`src/rtl/pulse_modulator.sv`:
```
// ---------------------------------------------------------------------------
// pulse_modulator
//
// Transmit side of the delay-line pulse link. Bytes arrive over a
// valid/ready handshake. Each byte goes out on the line as a frame of
// 10 slots:
//   slot 0     start slot, always carries a pulse
//   slots 1..8 data bits, LSB first ('1' = pulse, '0' = low for the slot)
//   slot 9     guard slot, always low
// A pulse is high for pw_eff cycles at the start of its slot.
//
// Ports
//   clk          in   system clock, everything on posedge
//   reset        in   synchronous active-high reset
//   data_in      in   [7:0] byte to transmit
//   data_valid   in   data_in valid
//   data_ready   out  block accepts a byte this cycle (state == IDLE)
//   pulse_width  in   [PW_BITS-1:0] requested pulse high time, cycles
//   bit_period   in   [BP_BITS-1:0] requested slot length, cycles
//   out          out  modulated line output (registered)
//   busy         out  frame in progress (state != IDLE)
// ---------------------------------------------------------------------------
module pulse_modulator #(
    parameter int PW_BITS = 8,
    parameter int BP_BITS = 10
) (
    input  logic               clk,
    input  logic               reset,
    input  logic [7:0]         data_in,
    input  logic               data_valid,
    output logic               data_ready,
    input  logic [PW_BITS-1:0] pulse_width,
    input  logic [BP_BITS-1:0] bit_period,
    output logic               out,
    output logic               busy
);

    // Common width for clamping arithmetic so neither input is truncated
    // before the min/max comparisons.
    localparam int CW = (PW_BITS > BP_BITS) ? PW_BITS : BP_BITS;

    typedef enum logic [1:0] {
        IDLE  = 2'd0,
        SLOT  = 2'd1,
        GUARD = 2'd2
    } state_e;

    state_e             state_q, state_d;
    logic [8:0]         shreg_q, shreg_d;   // {data, start bit}, shifted right per slot
    logic [BP_BITS-1:0] ctr_q,   ctr_d;     // cycle within the current slot
    logic [3:0]         idx_q,   idx_d;     // slot index 0..8 while in SLOT
    logic [BP_BITS-1:0] pw_q,    pw_d;      // captured pw_eff
    logic [BP_BITS-1:0] bpl_q,   bpl_d;     // captured bp_eff-1 (terminal count)
    logic               out_q,   out_d;

    // -----------------------------------------------------------------------
    // Effective timing from the live inputs, only used at accept.
    // bp_eff >= 2 and pw_eff <= bp_eff-1 keep at least one low cycle per
    // slot, so consecutive '1' slots remain separable downstream.
    // -----------------------------------------------------------------------
    logic [CW-1:0] bp_ext, pw_ext, bp_eff, bp_last, pw_eff;

    always_comb begin
        bp_ext  = CW'(bit_period);
        pw_ext  = CW'(pulse_width);
        bp_eff  = (bp_ext < CW'(2)) ? CW'(2) : bp_ext;
        bp_last = bp_eff - CW'(1);
        pw_eff  = (pw_ext > bp_last) ? bp_last : pw_ext;
    end

    logic accept;
    assign accept = (state_q == IDLE) && data_valid;

    // -----------------------------------------------------------------------
    // Next-state logic
    // -----------------------------------------------------------------------
    always_comb begin
        state_d = state_q;
        shreg_d = shreg_q;
        ctr_d   = ctr_q;
        idx_d   = idx_q;
        pw_d    = pw_q;
        bpl_d   = bpl_q;

        unique case (state_q)
            IDLE: begin
                if (accept) begin
                    state_d = SLOT;
                    shreg_d = {data_in, 1'b1};
                    ctr_d   = '0;
                    idx_d   = 4'd0;
                    pw_d    = pw_eff[BP_BITS-1:0];
                    bpl_d   = bp_last[BP_BITS-1:0];
                end
            end
            SLOT: begin
                if (ctr_q == bpl_q) begin
                    ctr_d   = '0;
                    shreg_d = shreg_q >> 1;
                    if (idx_q == 4'd8) begin
                        state_d = GUARD;
                        idx_d   = 4'd0;
                    end else begin
                        idx_d = idx_q + 4'd1;
                    end
                end else begin
                    ctr_d = ctr_q + BP_BITS'(1);
                end
            end
            GUARD: begin
                if (ctr_q == bpl_q) begin
                    ctr_d   = '0;
                    state_d = IDLE;
                end else begin
                    ctr_d = ctr_q + BP_BITS'(1);
                end
            end
            default: begin
                state_d = IDLE;
                ctr_d   = '0;
                idx_d   = 4'd0;
            end
        endcase

        // The line value is computed from the next-state values so the
        // registered output is high in the very first cycle after accept.
        out_d = (state_d == SLOT) && shreg_d[0] && (ctr_d < pw_d);
    end

    // -----------------------------------------------------------------------
    // State registers
    // -----------------------------------------------------------------------
    always_ff @(posedge clk) begin
        if (reset) begin
            state_q <= IDLE;
            shreg_q <= '0;
            ctr_q   <= '0;
            idx_q   <= 4'd0;
            pw_q    <= '0;
            bpl_q   <= '0;
            out_q   <= 1'b0;
        end else begin
            state_q <= state_d;
            shreg_q <= shreg_d;
            ctr_q   <= ctr_d;
            idx_q   <= idx_d;
            pw_q    <= pw_d;
            bpl_q   <= bpl_d;
            out_q   <= out_d;
        end
    end

    assign data_ready = (state_q == IDLE);
    assign busy       = (state_q != IDLE);
    assign out        = out_q;

endmodule

```
`config.mk`:
```
export PLATFORM = sky130hd
export DESIGN_NAME = pulse_modulator
export DESIGN_NICKNAME = d
export VERILOG_FILES = /design/src/rtl/pulse_modulator.sv
export SDC_FILE = /design/constraint.sdc
export NUM_CORES = 1
export LEC_CHECK = 0
export CAP_MARGIN = 40
export CORE_MARGIN = 3
export CORE_UTILIZATION = 55
export CTS_CLUSTER_DIAMETER = 30
export DETAILED_ROUTE_END_ITERATION = 6
export PLACE_DENSITY = 0.87
export SLEW_MARGIN = 20
export SYNTH_ARGS = -nofsm -noshare
export SYNTH_HDL_FRONTEND = slang
export SYNTH_SLANG_ARGS = --single-unit
```
`constraint.sdc`:
```
create_clock -name clk -period 6.6 [get_ports clk]
set_input_delay 1.65 -clock clk [delete_from_list [all_inputs] [get_ports clk]]
set_output_delay 1.65 -clock clk [all_outputs]
set_load 0.01 [all_outputs]
```
==> results.md <==
- Clock Skew: 0.01273 ns
- Layout cell share with drive strength beyond 1: 0.1209
- Clock network fraction of total power: 0.266
- Pwr Density: 185.2 nW/µm²
- Clk Tree Root Cell: clkbuf_8
- Critical Path Start Type: input port
- Asr flop ratio synth: 0
- Max Slew Vio Count: 0
- Global Route Usage Sum: 0.2369
- Clock-pin slew on the worst setup and hold paths: 0.09 ns
- Multi-input gate area: 2023 µm²
- Global-route wire length before repair: 12.11 mm
- Final worst-path cycle share: 0.9450
- Final Worst Setup Slack: 0.3631 ns
- Cts repair resizes: 0
- Mapped Avg Cell Area: 8.420 µm²
- I/O Buffers: 31
- Post-route minimum period: 6.237 ns
- Synth Register Bits: 46
- Final Hold Fails: 0
- Critical path arrival: 6.45 ns
- Int Power: 0.4531 mW
- Hold Path Class: reg2reg
- Req. time, crit path: 6.81 ns
- Mapped cell area: 3023 µm²
- # setup viols final: 0
- Post-CTS Hold Buffers: 0
- Max Clk Rate: 160.3 MHz
- Syn Inst Count: 359
- Die ar.: 6422 µm²
- Number of distinct library cells after synthesis: 55
- Status: complete, no violations
- Hold endpoint: pw_q[8]
- Reg2Reg Depth: 13
- Starting Density: 0.5808
- Synth Flop Type: dfxtp_1
- Die H: 80.14 µm
- Initial antenna violation count: 0
- Post-Route WL: 7.204 mm
- Layout area overhead: 19.00%
- Number of synthesized flops with an enable pin: 0
- Reg2reg setup slack: 3.34 ns
- Number of fill cells: 401
- Max Cap Viol: 0
- Reg area: 920.9 µm²
- I/O pin count: 32
- Vias in the first global route: 2630
- Post-route ant nets: 0
- Reg2reg end: out
- Crit Reg-Reg Startpoint: ctr_q[1]
- Top cell type's share of synthesized area: 0.3046
- DP HPWL: 5.548 mm
- Setup_tns: 0 ns
- Overflow after GRT: 0
- Synth warnings: 0
- Synth top area cells: dfxtp_1 30%, ha_1 9.9%, nor2_1 5.1%
- Initial drt markers: 167
- Crit-path max FO: 5
- # DRC: 0
- Slew headroom: 0.4759
- Worst vdd ir: 0.1148 mV
- Via count: 2790
- Worst Hold Depth: 2
- Pin count of the biggest net entering global routing: 45
- Crit. End Element: register
- Row count: 26
- Clock buffer depth: 2
- Clock sinks: 46
- Sequential fraction of the synthesis area: 0.3046
- Critical path class: in2reg
- WL/cell: 15.43 µm
- Logic pwr share: 0.269
- Worst slew pin tran: 0.7861 ns
- # H-tree levels: 2
- Min-delay src: pw_q[8]
- Core footprint: 5205 µm²
- Die X: 80.14 µm
- Ant. Diodes: 0
- Area leader, netlist: dfxtp_1
- Placement Setup Slack: 0.03441 ns
- Worst-Skew Late Latency: 0.31 ns
- CTS buffer count: 5
- Vias per cell: 5.974
- TritonCTS clock tree: built
- Nets@finish: 449
- Post-CTS setup buffers: 0
- Post-Syn Nets: 412
- Net Sw Frac: 0.3200
- P_sw: 0.2132 mW
- First drt pass iteration count: 4
- Sequential Power Share: 0.465
- Leak: 1.375 nW
- Gpl congestion: 0.9280
[critical path: stages]
cell	delay (ns)
clkdlybuf4s50_1	0.46
nor3_4	0.21
and2_1	0.18
nand2_1	0.11
o21ai_2	0.15
ha_2	0.20
or4b_1	0.46
nor2_1	0.14
xnor2_1	0.10
ha_1	0.21
a211o_1	0.32
a21oi_2	0.15
o31ai_4	0.12
a211oi_4	0.31
nor3_4	0.12
buf_4	0.17
a21oi_1	0.21
a22oi_2	0.09
ha_1	0.32
nand4_1	0.11
nor2_2	0.15
nand2_1	0.08
a31o_2	0.22
a31oi_1	0.15
nor4bb_1	0.07
[cells in the final DEF (no fill, tap or decap), types with 8 or more instances in the layout]
master	count
dfxtp_1	46
nor2_1	40
clkdlybuf4s50_1	31
ha_1	23
nand2_1	22
a21oi_1	17
a211oi_1	15
buf_4	15
xnor2_1	14
inv_1	14
nand3_1	13
nor2b_1	11
mux2i_1	9
a22oi_1	9
nor3b_1	8
[stage by stage]
| step | hold WS [ns] | utilization | cell area [µm²] | power, mW | instances |
|---|---|---|---|---|---|
| finish | 0.4500 | 0.6911 | 3597 | 0.6663 | 467 |
| global route | 0.4865 | 0.6911 | 3597 | 0.7040 | 467 |
| CTS | 0.4518 | 0.6834 | 3557 | 0.6632 | 467 |
| detailed placement | 0.4380 | 0.6661 | 3467 | 0.4881 | 459 |
| global placement | 0.4348 | 0.6661 | 3467 | 0.4826 | 459 |
| floorplan | 0.4219 | - | 3023 | 0.4291 | 359 |
[routing by layer]
metal | track usage | wire length, µm | vias up
met3 | 0.05942 | 354 | 18
li1 | - | - | 1397
met1 | 0.2990 | 3236 | 1296
met5 | 0 | 0 | -
met2 | 0.3899 | 3443 | 79
met4 | 0.08446 | 170 | 0
[worst max-delay path by stage]
| stage | to | startpoint |
|---|---|---|
| 2_1_floorplan | out | bit_period[7] |
| 3_3_place_gp | out | bit_period[4] |
| 3_5_place_dp | out | bit_period[7] |
| 4_1_cts | out | bit_period[7] |
| 5_1_grt | out | bit_period[6] |
| 6_report | out | bit_period[7] |
[cell families (layout without fill, tap and decap cells)]
group	after synthesis	in the layout	synth area share
buf+inv	30	68	0.03932
flops	46	46	0.3046
simple gates	136	136	0.2405
mux	11	11	0.03684
compound gates	93	93	0.2243
fa+ha+maj	24	24	0.09934
xor+xnor	19	19	0.05505
[cell type report]
type                    instances  share of cell area
multi-input cells             283              0.5624
flip-flops and latches         46              0.2560
repair buffers                 46              0.1176
well taps                      70             0.02435
clock buffers                   5             0.01913
inverters                      14             0.01461
clock inverters                 3            0.005913
[flip-flops by register name, indices dropped and copies added (netlist names)]
register	flops
bpl_q	10
ctr_q	10
pw_q	10
shreg_q	9
idx_q	4
state_q	2
out	1
[power by group through the flow]
stage	Combinational, mW	Clock, mW	Sequential, mW
2_1_floorplan	0.116	0	0.313
3_3_place_gp	0.167	0	0.315
3_5_place_dp	0.172	0	0.316
4_1_cts	0.173	0.181	0.310
5_1_grt	0.199	0.193	0.312
6_report	0.179	0.177	0.310
[cell usage after synthesis (4+ instances only)]
master / n
inv_1: 14
o21ai_0: 6
mux2i_1: 10
dfxtp_1: 46
nand4_1: 6
a31oi_1: 6
nand2_1: 22
a22oi_1: 10
nand3_1: 13
clkbuf_1: 8
a31o_2: 4
nor2b_1: 11
nand2b_1: 4
a211oi_1: 15
nor2_1: 41
a311oi_1: 4
ha_1: 24
a21o_1: 6
nor3b_1: 8
buf_2: 5
xnor2_1: 14
o31ai_1: 4
a21oi_1: 18
xor2_1: 5
nor3_1: 7
(Power assumes the default switching activity.)
